`config.mk`:
```
export PLATFORM = sky130hd
export DESIGN_NAME = handwash_range_scheduler
export DESIGN_NICKNAME = d
export VERILOG_FILES = /design/src/rtl/handwash_range_scheduler.sv
export SDC_FILE = /design/constraint.sdc
export NUM_CORES = 1
export LEC_CHECK = 0
export BUFFER_PORTS_ARGS = -buffer_cell sky130_fd_sc_hd__buf_2
export CORE_ASPECT_RATIO = 0.7
export CORE_MARGIN = 1.5
export CORE_UTILIZATION = 40
export CTS_CLUSTER_DIAMETER = 200
export DETAILED_ROUTE_END_ITERATION = 6
export PLACE_DENSITY = 0.75
export SYNTH_ARGS = -nofsm -noshare
export SYNTH_HDL_FRONTEND = slang
export SYNTH_SLANG_ARGS = --single-unit
```
`constraint.sdc`:
```
create_clock -name clk -period 1.9 [get_ports clk]
set_input_delay 0.095 -clock clk [delete_from_list [all_inputs] [get_ports clk]]
set_output_delay 0.095 -clock clk [all_outputs]
set_load 0.02 [all_outputs]
```
`src/rtl/handwash_range_scheduler.sv`:
```
// Shares one ranging front-end between the left and right handwash channels
// and pushes gain configuration to the sensor after reset or on host request.
module handwash_range_scheduler #(
   parameter int unsigned PERIOD       = 1000,
   parameter int unsigned TIMEOUT      = 255,
   parameter logic [7:0]  DEFAULT_GAIN = 8'd128
) (
   input  logic        clk,
   input  logic        reset,
   input  logic        enable,
   input  logic        gainLoad,
   input  logic [7:0]  gainLeftIn,
   input  logic [7:0]  gainRightIn,
   output logic        rangeReq,
   output logic        rangeSel,
   input  logic        rangeAck,
   input  logic [15:0] rangeData,
   output logic        acceptLeftHandDistance,
   output logic [15:0] leftHandDistance,
   output logic        acceptRightHandDistance,
   output logic [15:0] rightHandDistance,
   output logic        acceptLeftHandGain,
   output logic [7:0]  leftHandGain,
   output logic        acceptRightHandGain,
   output logic [7:0]  rightHandGain,
   output logic        faultLeft,
   output logic        faultRight,
   output logic        busy
);

   localparam logic [15:0] PERIOD_RELOAD = 16'(PERIOD - 1);
   localparam logic [7:0]  TIMEOUT_CNT   = 8'(TIMEOUT);

   typedef enum logic [1:0] {
      IDLE,
      CFG,
      REQ,
      DELIVER
   } state_t;

   state_t      state;
   state_t      state_next;
   logic [1:0]  phase;
   logic        ch;
   logic [7:0]  wait_cnt;
   logic [15:0] period_cnt;
   logic [15:0] distance;
   logic [7:0]  shadow_left;
   logic [7:0]  shadow_right;
   logic        pending_cfg;

   logic        round_start;
   logic        ack_taken;
   logic        timed_out;
   logic        cfg_exit;
   logic        deliver_exit;

   assign round_start  = (state == IDLE) && (state_next == REQ);
   assign ack_taken    = (state == REQ) && rangeAck;
   assign timed_out    = (state == REQ) && !rangeAck && (wait_cnt == TIMEOUT_CNT);
   assign cfg_exit     = (state == CFG) && (phase == 2'd2);
   assign deliver_exit = (state == DELIVER) && (phase == 2'd2);

   always_ff @(posedge clk or negedge reset) begin
      if (!reset) begin
         state <= IDLE;
      end else begin
         state <= state_next;
      end
   end

   always_comb begin
      state_next              = state;
      rangeReq                = 1'b0;
      rangeSel                = 1'b0;
      acceptLeftHandDistance  = 1'b0;
      leftHandDistance        = '0;
      acceptRightHandDistance = 1'b0;
      rightHandDistance       = '0;
      acceptLeftHandGain      = 1'b0;
      leftHandGain            = '0;
      acceptRightHandGain     = 1'b0;
      rightHandGain           = '0;
      busy                    = (state != IDLE);

      case (state)
         IDLE: begin
            if (pending_cfg) begin
               state_next = CFG;
            end else if (enable && (period_cnt == '0)) begin
               state_next = REQ;
            end
         end
         CFG: begin
            leftHandGain        = shadow_left;
            rightHandGain       = shadow_right;
            acceptLeftHandGain  = (phase == 2'd1);
            acceptRightHandGain = (phase == 2'd1);
            if (phase == 2'd2) begin
               state_next = IDLE;
            end
         end
         REQ: begin
            rangeReq = 1'b1;
            rangeSel = ch;
            if (rangeAck || (wait_cnt == TIMEOUT_CNT)) begin
               state_next = DELIVER;
            end
         end
         DELIVER: begin
            if (ch) begin
               rightHandDistance       = distance;
               acceptRightHandDistance = (phase == 2'd1);
            end else begin
               leftHandDistance       = distance;
               acceptLeftHandDistance = (phase == 2'd1);
            end
            if (phase == 2'd2) begin
               state_next = ch ? IDLE : REQ;
            end
         end
         default: state_next = IDLE;
      endcase
   end

   // phase paces the three-cycle CFG/DELIVER frames; it restarts on every state change
   always_ff @(posedge clk or negedge reset) begin
      if (!reset) begin
         phase    <= '0;
         wait_cnt <= '0;
         ch       <= 1'b0;
      end else begin
         if ((state_next == state) && ((state == CFG) || (state == DELIVER))) begin
            phase <= phase + 2'd1;
         end else begin
            phase <= '0;
         end

         if ((state == REQ) && (state_next == REQ)) begin
            wait_cnt <= wait_cnt + 8'd1;
         end else begin
            wait_cnt <= '0;
         end

         if (round_start) begin
            ch <= 1'b0;
         end else if (deliver_exit && !ch) begin
            ch <= 1'b1;
         end
      end
   end

   always_ff @(posedge clk or negedge reset) begin
      if (!reset) begin
         period_cnt <= PERIOD_RELOAD;
      end else if (round_start || !enable) begin
         period_cnt <= PERIOD_RELOAD;
      end else if (period_cnt != '0) begin
         period_cnt <= period_cnt - 16'd1;
      end
   end

   // a timeout substitutes max distance so the datapath sees "no hand"
   always_ff @(posedge clk or negedge reset) begin
      if (!reset) begin
         distance   <= '0;
         faultLeft  <= 1'b0;
         faultRight <= 1'b0;
      end else begin
         if (ack_taken) begin
            distance <= rangeData;
            if (ch) begin
               faultRight <= 1'b0;
            end else begin
               faultLeft <= 1'b0;
            end
         end else if (timed_out) begin
            distance <= '1;
            if (ch) begin
               faultRight <= 1'b1;
            end else begin
               faultLeft <= 1'b1;
            end
         end
      end
   end

   // a load coinciding with the CFG exit keeps the request pending
   always_ff @(posedge clk or negedge reset) begin
      if (!reset) begin
         shadow_left  <= DEFAULT_GAIN;
         shadow_right <= DEFAULT_GAIN;
         pending_cfg  <= 1'b1;
      end else if (gainLoad) begin
         shadow_left  <= gainLeftIn;
         shadow_right <= gainRightIn;
         pending_cfg  <= 1'b1;
      end else if (cfg_exit) begin
         pending_cfg <= 1'b0;
      end
   end

endmodule
```
# [Word-level counts from Yosys, hierarchy flattened]
# Cells that the tools add are included.
[word_totals] reg_bits=64 latch_bits=0 ram_bits=0 rom_bits=0 input_bits=37 output_inout_bits=57 elab_cells=90 n_memories=0
[classes] addsub=3 multipliers=0 div_mod_pow=0 n_lt_le_gt_ge=0 eq_ne=12 shift=0 n_mux=38 bitwise_logic=0 reduce_logical=26
[op_table] op="$mux 16" n=8
[op_table] op="$mux 8" n=3
[op_table] op="$mux 1" n=19
[op_table] op="$logic_not 16->1" n=1
[op_table] op="$reduce_bool 16->1" n=1
[op_table] op="$sub 16x1->16 const B" n=1
[op_table] op="$mux 2" n=7
[op_table] op="$logic_and 1x1->1" n=10
[op_table] op="$reduce_bool 2->1" n=5
[op_table] op="$add 8x1->8 const B" n=1
[op_table] op="$eq 2x2->1 const B" n=4
[op_table] op="$eq 8x8->1 const B" n=1
[op_table] op="$ne 2x2->1 const B" n=4
[op_table] op="$pmux 2 s4" n=1
[op_table] op="$reduce_and 3->1" n=2
[op_table] op="$eq 2x1->1 const B" n=2
[op_table] op="$logic_not 1->1" n=3
[op_table] op="$logic_or 1x1->1" n=3
[op_table] op="$add 2x1->2 const B" n=1
[op_table] op="$eq 2x2->1" n=1
[op_table] op="$logic_not 2->1" n=1

# [Depth between registers and ports, before layout]
# Gate-level depths: netlist of the first run.
[logic_depth] word_depth=9 mapped_depth=7 depth_no_buf=6

# [Worst setup path after synthesis of the first run]
# OpenSTA, ideal clock, no wires.
[synth_path] path_type="register to register" startpoint="register period_cnt[0]" endpoint="register period_cnt[7]" setup_ps=64 arrival_ps=1795 t_required_ps=1836 slack_ps=42 path_stages_with_launch=8 n_path_buf=1 period_less_slack_ps=1858 path_cell_list="dfstp_2 > inv_1 > ha_1 > nor3b_1 > and4_1 > buf_4 > or4_1 > nand3_1"
[synth_via] elab_chain_cells=9 word_cells_on_any_way=13 classes_between="add/sub (1); eq/ne (1); mux (5); reduce/logical (6)"
[synth_lines] item="start, declared" line_no="46" text="logic [15:0] period_cnt;"
[synth_lines] item="start signal, assigned" line_no="159" text="period_cnt <= period_cnt - 16'd1;"
[synth_lines] item="$logic_not 16->1" line_no="90" text="end else if (enable && (period_cnt == '0)) begin"
[synth_lines] item="$logic_and 1x1->1" line_no="90"
[synth_lines] item="$mux 2" line_no="90"
[synth_lines] item="$mux 2" line_no="88" text="if (pending_cfg) begin"
[synth_lines] item="$pmux 2 s4" line_no="86" text="case (state)"
[synth_lines] item="$eq 2x2->1" line_no="58" text="assign round_start = (state == IDLE) && (state_next == REQ);"
[synth_lines] item="$logic_and 1x1->1" line_no="58"
[synth_lines] item="$logic_or 1x1->1" line_no="156" text="end else if (round_start || !enable) begin"
[synth_lines] item="$mux 16 / $reduce_bool 2->1 (equally long branches)"
# Parallel ways exist; a longest one is shown, timed or not. The select of a mux whose other input is x is not followed.
# A chain may end at the register's enable or synchronous reset.

# [Worst setup path in the final report of the first run]
[layout_path] startpoint="register period_cnt[0]" endpoint="register period_cnt[12]"
# The elaborated chain is that of the path after synthesis.

==> results of run 1 <==
[power breakdown]
part / switching (mW) / total, mW / leakage (nW) / internal, mW
Clock: 0.548 / 1.73 / 0.154 / 1.18
Combinational: 0.454 / 0.795 / 1.14 / 0.341
Sequential: 0.0654 / 1.54 / 0.771 / 1.47
Total: 1.07 / 4.06 / 2.06 / 2.99
[worst max-delay path by stage]
stage,from,end,cells past startpoint
2_1_floorplan,period_cnt[0],period_cnt[7],7
3_3_place_gp,wait_cnt[0],distance[1],5
3_5_place_dp,wait_cnt[1],distance[0],5
4_1_cts,period_cnt[0],period_cnt[12],7
5_1_grt,period_cnt[0],period_cnt[12],7
6_report,period_cnt[0],period_cnt[12],7
[layout make-up]
type	instances	area, µm²
clock buffers	13	250
inverters	5	18.8
fillers	656	3330
multi-input cells	222	1560
flip-flops and latches	64	1620
well taps	101	126
repair buffers	133	833
clock inverters	3	65.1
[kinds of logic after synthesis]
family / Yosys count / synth area share
compound gates: 55 / 0.126
simple gates: 139 / 0.253
mux: 16 / 0.0563
xor+xnor: 6 / 0.0164
fa+ha+maj: 5 / 0.0196
flops: 64 / 0.505
buf+inv: 18 / 0.0239
[cells in the final DEF (no fill, tap or decap), drive strengths merged, types with 2 or more instances in the layout]
| cell type | instances |
|---|---|
| o22a | 17 |
| nor4 | 3 |
| inv | 5 |
| or3 | 6 |
| nand2 | 14 |
| or4 | 5 |
| a21boi | 2 |
| and3 | 4 |
| xnor2 | 4 |
| or2 | 3 |
| and4 | 2 |
| bufinv | 2 |
| and2 | 56 |
| nand3 | 8 |
| clkbuf | 13 |
| o31ai | 7 |
| o21ai | 9 |
| mux2 | 16 |
| ha | 5 |
| xor2 | 2 |
| nand2b | 4 |
| buf | 111 |
| dlygate4sd3 | 22 |
| nor3 | 7 |
| dfstp | 11 |
| a21oi | 10 |
| dfrtp | 53 |
| nor2 | 20 |
| nand4 | 2 |
| a31oi | 3 |
[what timing repair did]
action	in CTS	in global routing
endpoints found under the setup margin	18	34
gates cloned	0	1
hold endpoints to repair	37	0
hold buffers	22	0
resized for setup	3	10
pin swaps	0	5
setup buffers	0	1
[per-stage QoR]
stage	hold WS, ns	setup TNS (ns)	instances	power, mW
after floorplan	-0.201	0	303	2.02
after global placement	0.0712	-0.132	501	2.29
after detailed placement	0.0784	-0.949	501	2.32
after CTS	0.000642	0	539	4.11
after global routing	0.000160	-0.0766	541	4.26
final	0.0158	0	541	4.06
[flip-flops by register name, indices dropped and copies added (netlist names), 2 cells and up]
register / cells
distance: 16
period_cnt: 16
shadow_left: 8
shadow_right: 8
wait_cnt: 8
phase: 2
state: 2
[routing by layer]
layer / part of all wire / vias up / global-route usage
met5: 0 / - / 0
met4: 0.0069 / 0 / 0.0883
met3: 0.048 / 4 / 0.0613
met2: 0.49 / 80 / 0.311
met1: 0.46 / 1339 / 0.240
li1: - / 1337 / -
==> qor.yml, run 1 <==
firstDrtPassIters: 5
rsz0062_at_grt: "yes"
tritoncts: "built"
avgSynthCellArea_um2: 10.6
rr_startpoint: "period_cnt[0]"
reg2reg_depth: 7
p_per_area_mw_per_mm2: 908
final_core_util: 0.573
ys_ff_latch: 64
grt_max_degree: 47
worstSetupStartpointType: "flop"
hold_start: "rangeData[4]"
max_stage_delay_ns: 0.54
port_buffers: 93
finClkSkew_ns: 0.00927
critPathKind: "reg2reg"
totalWireLength_mm: 7.77
yosys.area.top_type: "dfrtp_1"
cts_sinks: 64
netlist_area_mm2: 0.00320
synth_cell_types: 50
syn2layout_area_growth_pct: 39.8
n_antenna_cell: 0
cp_num_buf_inv: 2
drt_iter0_markers: 109
clock_latency_ns: 0.33
path_delay_family: "simple AND/OR/NAND/NOR gates"
ant_nets: 0
path_clk_slew_ns: 0.06
start_util: 0.410
yosys-top-cells-area: "dfrtp_1, and2_1, dfstp_2"
critPathMaxFanout: 4
synthFlopType: "dfrtp_1"
viasPerCell: 5.10
track_usage: 0.195
slowest_stage: "dfstp_2"
hold_class: "in2reg"
hpwl_mm: 5.37
rows: 27
hold_viol: 0
yosys_warnings: 0
dpl_cell_area_mm2: 0.00387
cap_violations: 0
die_y_um: 77.8
dp_slack_ns: -0.0653
ys_seq_area_frac: 0.505
async_flop_share: 1.00
worst_pin_slew_ns: 0.632
crit_path_end_kind: "flop"
fin_crit_ns: 1.87
routedWlPerCell_um: 14.4
cts-root-buf: "clkbuf_16"
fin_crit_sh: 0.986
max_freq_ghz: 0.534
min_path_cells: 2
synth-edff-count: 0
worstPathRequired_ns: 2.15
io_pins: 94
synth.top_cell.area_share: 0.415
crit_arrival_ns: 2.12
p_leak_nw: 2.06
relSlewSlack: 0.578
dieWidth_um: 110
fin_nets: 477
ff2ff_setup_slack_ns: 0.03
cts_max_level: 3
ctsLongestPathBuffers: 2
status: "finished clean"
grt_antenna_before_repair: 0
min_to: "distance[4]"
drive_above_1_share: 0.393
drc_errors: 0
setup_ws_ns: 0.0257
cts_made_buffers: 9
ir_drop_mv: 0.551
dieArea_mm2: 0.00855
path_cells: "inv_1, ha_2, nor3b_4, buf_4, and2_1, or3_4, a21oi_2"
overflow: 0
grt_pass1_wl_mm: 12.7
drv_slew: 0
yosysMostFrequentCell: "and2_1"
grt_pass1_vias: 2726
synth_common_cells: "and2_1, dfrtp_1, nor2_1"
setup_viol: 0
r2r-end: "period_cnt[12]"
core_area_mm2: 0.00780
place.gp.congestion: 0.834
post-route-cell-area_mm2: 0.00447
syn_nets: 345
num_vias: 2760
syn_inst: 303
(Power assumes the default switching activity.)
==> inputs of run 2 (changes only) <==
Settings changed: CORE_ASPECT_RATIO 0.7 to not set.
==> run 2 against run 1 <==
Against the previous run:
- first-iteration DRC count down 49%
- worst setup slack worse by 0.0033 ns
- maximum frequency down 0.18%
- design area up 1.0%
- clock skew down 0.00072 ns
- utilization up 1.2 points
- routed wire length up 1.2%
- clock-buffer cell count down 2
- critical endpoint is now period_cnt[15]
==> qor.yml, run 2 (synthesis results as in run 1) <==
cts_sinks: 64  # unchanged
totalWireLength_mm: 7.87  # +1.2%
hpwl_mm: 4.94  # -8.0%
path_delay_family: "simple AND/OR/NAND/NOR gates"
n_antenna_cell: 0  # unchanged
firstDrtPassIters: 4  # -1
clock_latency_ns: 0.34  # about the same
hold-worst-slack_ns: 0.194  # +0.178 ns
crit_path_end_kind: "flop"
viasPerCell: 5.12  # +0.45%
routedWlPerCell_um: 14.0  # -2.4%
rsz0062_at_grt: "yes"
worst_pin_slew_ns: 0.636  # +0.00333 ns
setup_ws_ns: 0.0224  # -0.00333 ns
place.gp.congestion: 0.793  # -4.9%
ctsLongestPathBuffers: 2  # unchanged
start_util: 0.414  # +0.00405
switchingPower_mw: 1.05  # -1.8%
finClkSkew_ns: 0.00855  # -0.000716 ns
p_per_area_mw_per_mm2: 777  # -14%
crit_arrival_ns: 2.15  # +0.03 ns
slowest_stage: "or4b_1"
rr_startpoint: "period_cnt[4]"
dpl.cell_count: 506  # +1.0%
path_clk_slew_ns: 0.07  # about the same
reg2reg_depth: 4  # -3
reg.largest.list: "distance: 16 flops, period_cnt: 16 flops"
hold_viol: 0  # unchanged
grt_antenna_before_repair: 0  # unchanged
hold_start: "gainLoad"
max_freq_ghz: 0.533  # -0.18%
dp_slack_ns: -0.0781  # -0.0129 ns
worstSetupStartpointType: "flop"
drv_slew: 0  # unchanged
cts_made_buffers: 9  # unchanged
cts-root-buf: "clkbuf_8"
dieWidth_um: 92.4  # -16%
startpoint: "period_cnt[4]"
drc_errors: 0  # unchanged
final_common_cell: "buf_2"
final_core_util: 0.585  # +0.0116
min_path_cells: 2  # unchanged
max_stage_delay_ns: 0.53  # about the same
core_area_mm2: 0.00773  # -0.98%
worstPathRequired_ns: 2.17  # +0.02 ns
path_cells: "nor4_4, nand4_1, or4b_1, a21oi_1"
hold_class: "in2reg"
ff2ff_setup_slack_ns: 0.02  # about the same
cp_num_buf_inv: 0  # -2
total_power_mw: 3.51  # -14%
setup_viol: 0  # unchanged
fin_crit_ns: 1.88  # +0.00333 ns
num_vias: 2875  # +4.2%
relSlewSlack: 0.576  # -0.00222
swShare: 0.299  # +0.0359
min_to: "pending_cfg"
grt_pass1_wl_mm: 12.8  # +0.33%
combPwrFrac: 0.226  # +0.030
grt_max_degree: 65  # +38%
dieArea_mm2: 0.00854  # about the same
critPathKind: "reg2reg"
drt_iter0_markers: 56  # -49%
status: "finished clean"
ant_nets: 0  # unchanged
grt_pass1_vias: 2859  # +4.9%
fin_nets: 496  # +4.0%
internal-power_mw: 2.46  # -18%
clkPwrFrac: 0.334  # -0.092
dpl_cell_area_mm2: 0.00390  # +0.81%
r2r-end: "period_cnt[15]"
tns_ns: 0  # unchanged
overflow: 0  # unchanged
p_seq_frac: 0.439  # +0.061
die_y_um: 92.4  # +19%
io_pins: 94  # unchanged
critPathMaxFanout: 6  # +2
cap_violations: 0  # unchanged
fin_cells: 561  # +3.7%
cts_max_level: 3  # unchanged
fin_crit_sh: 0.988  # +0.00175
p_leak_nw: 2.09  # +1.3%
drive_above_1_share: 0.394  # +0.00115
ir_drop_mv: 0.557  # +1.1%
rows: 32  # +19%
final_cell_mix: "buf_2, and2_1, dfrtp_1, dlygate4sd3_1, buf_4"
syn2layout_area_growth_pct: 41.2
post-route-cell-area_mm2: 0.00452  # +1.0%
tritoncts: "built"
track_usage: 0.188  # -0.00687
port_buffers: 93  # unchanged
[run 2: timing repair]
item | CTS | global route
endpoints found under the hold margin | 87 | 0
setup endpoints to repair | 18 | 32
setup buffers | 1 | 3
pin swaps | 0 | 3
resized for setup | 3 | 9
hold buffers | 35 | 0
[run 2: how the worst max path moves through the flow]
stage,slack (ns),to,depth (start not counted)
3_5_place_dp,-0.08,distance[14],5
4_1_cts,0.01,period_cnt[11],6
3_3_place_gp,0.02,distance[5],5
6_report,0.02,period_cnt[15],4
2_1_floorplan,0.04,period_cnt[7],7
5_1_grt,-0.10,period_cnt[15],4
[run 2: routing by layer]
layer	wire length [µm]	vias to the layer above	track usage
li1	-	1382	-
met1	3360	1390	0.221
met2	3940	95	0.336
met3	459	8	0.0558
met4	107	0	0.0449
met5	0	-	0
[run 2: layout make-up]
type / instances / area, µm²
clock inverters: 5 / 56.3
well taps: 102 / 128
clock buffers: 11 / 141
repair buffers: 153 / 1010
multi-input cells: 221 / 1540
inverters: 5 / 18.8
fillers: 636 / 3210
flip-flops and latches: 64 / 1620
[run 2: power groups by stage]
| stage | logic (mW) | clock network (mW) | registers (mW) |
|---|---|---|---|
| after detailed placement | 0.731 | 0 | 1.57 |
| after global placement | 0.721 | 0 | 1.56 |
| after CTS | 0.792 | 1.22 | 1.54 |
| final | 0.794 | 1.17 | 1.54 |
| after floorplan | 0.490 | 0 | 1.53 |
| after global routing | 0.874 | 1.27 | 1.56 |
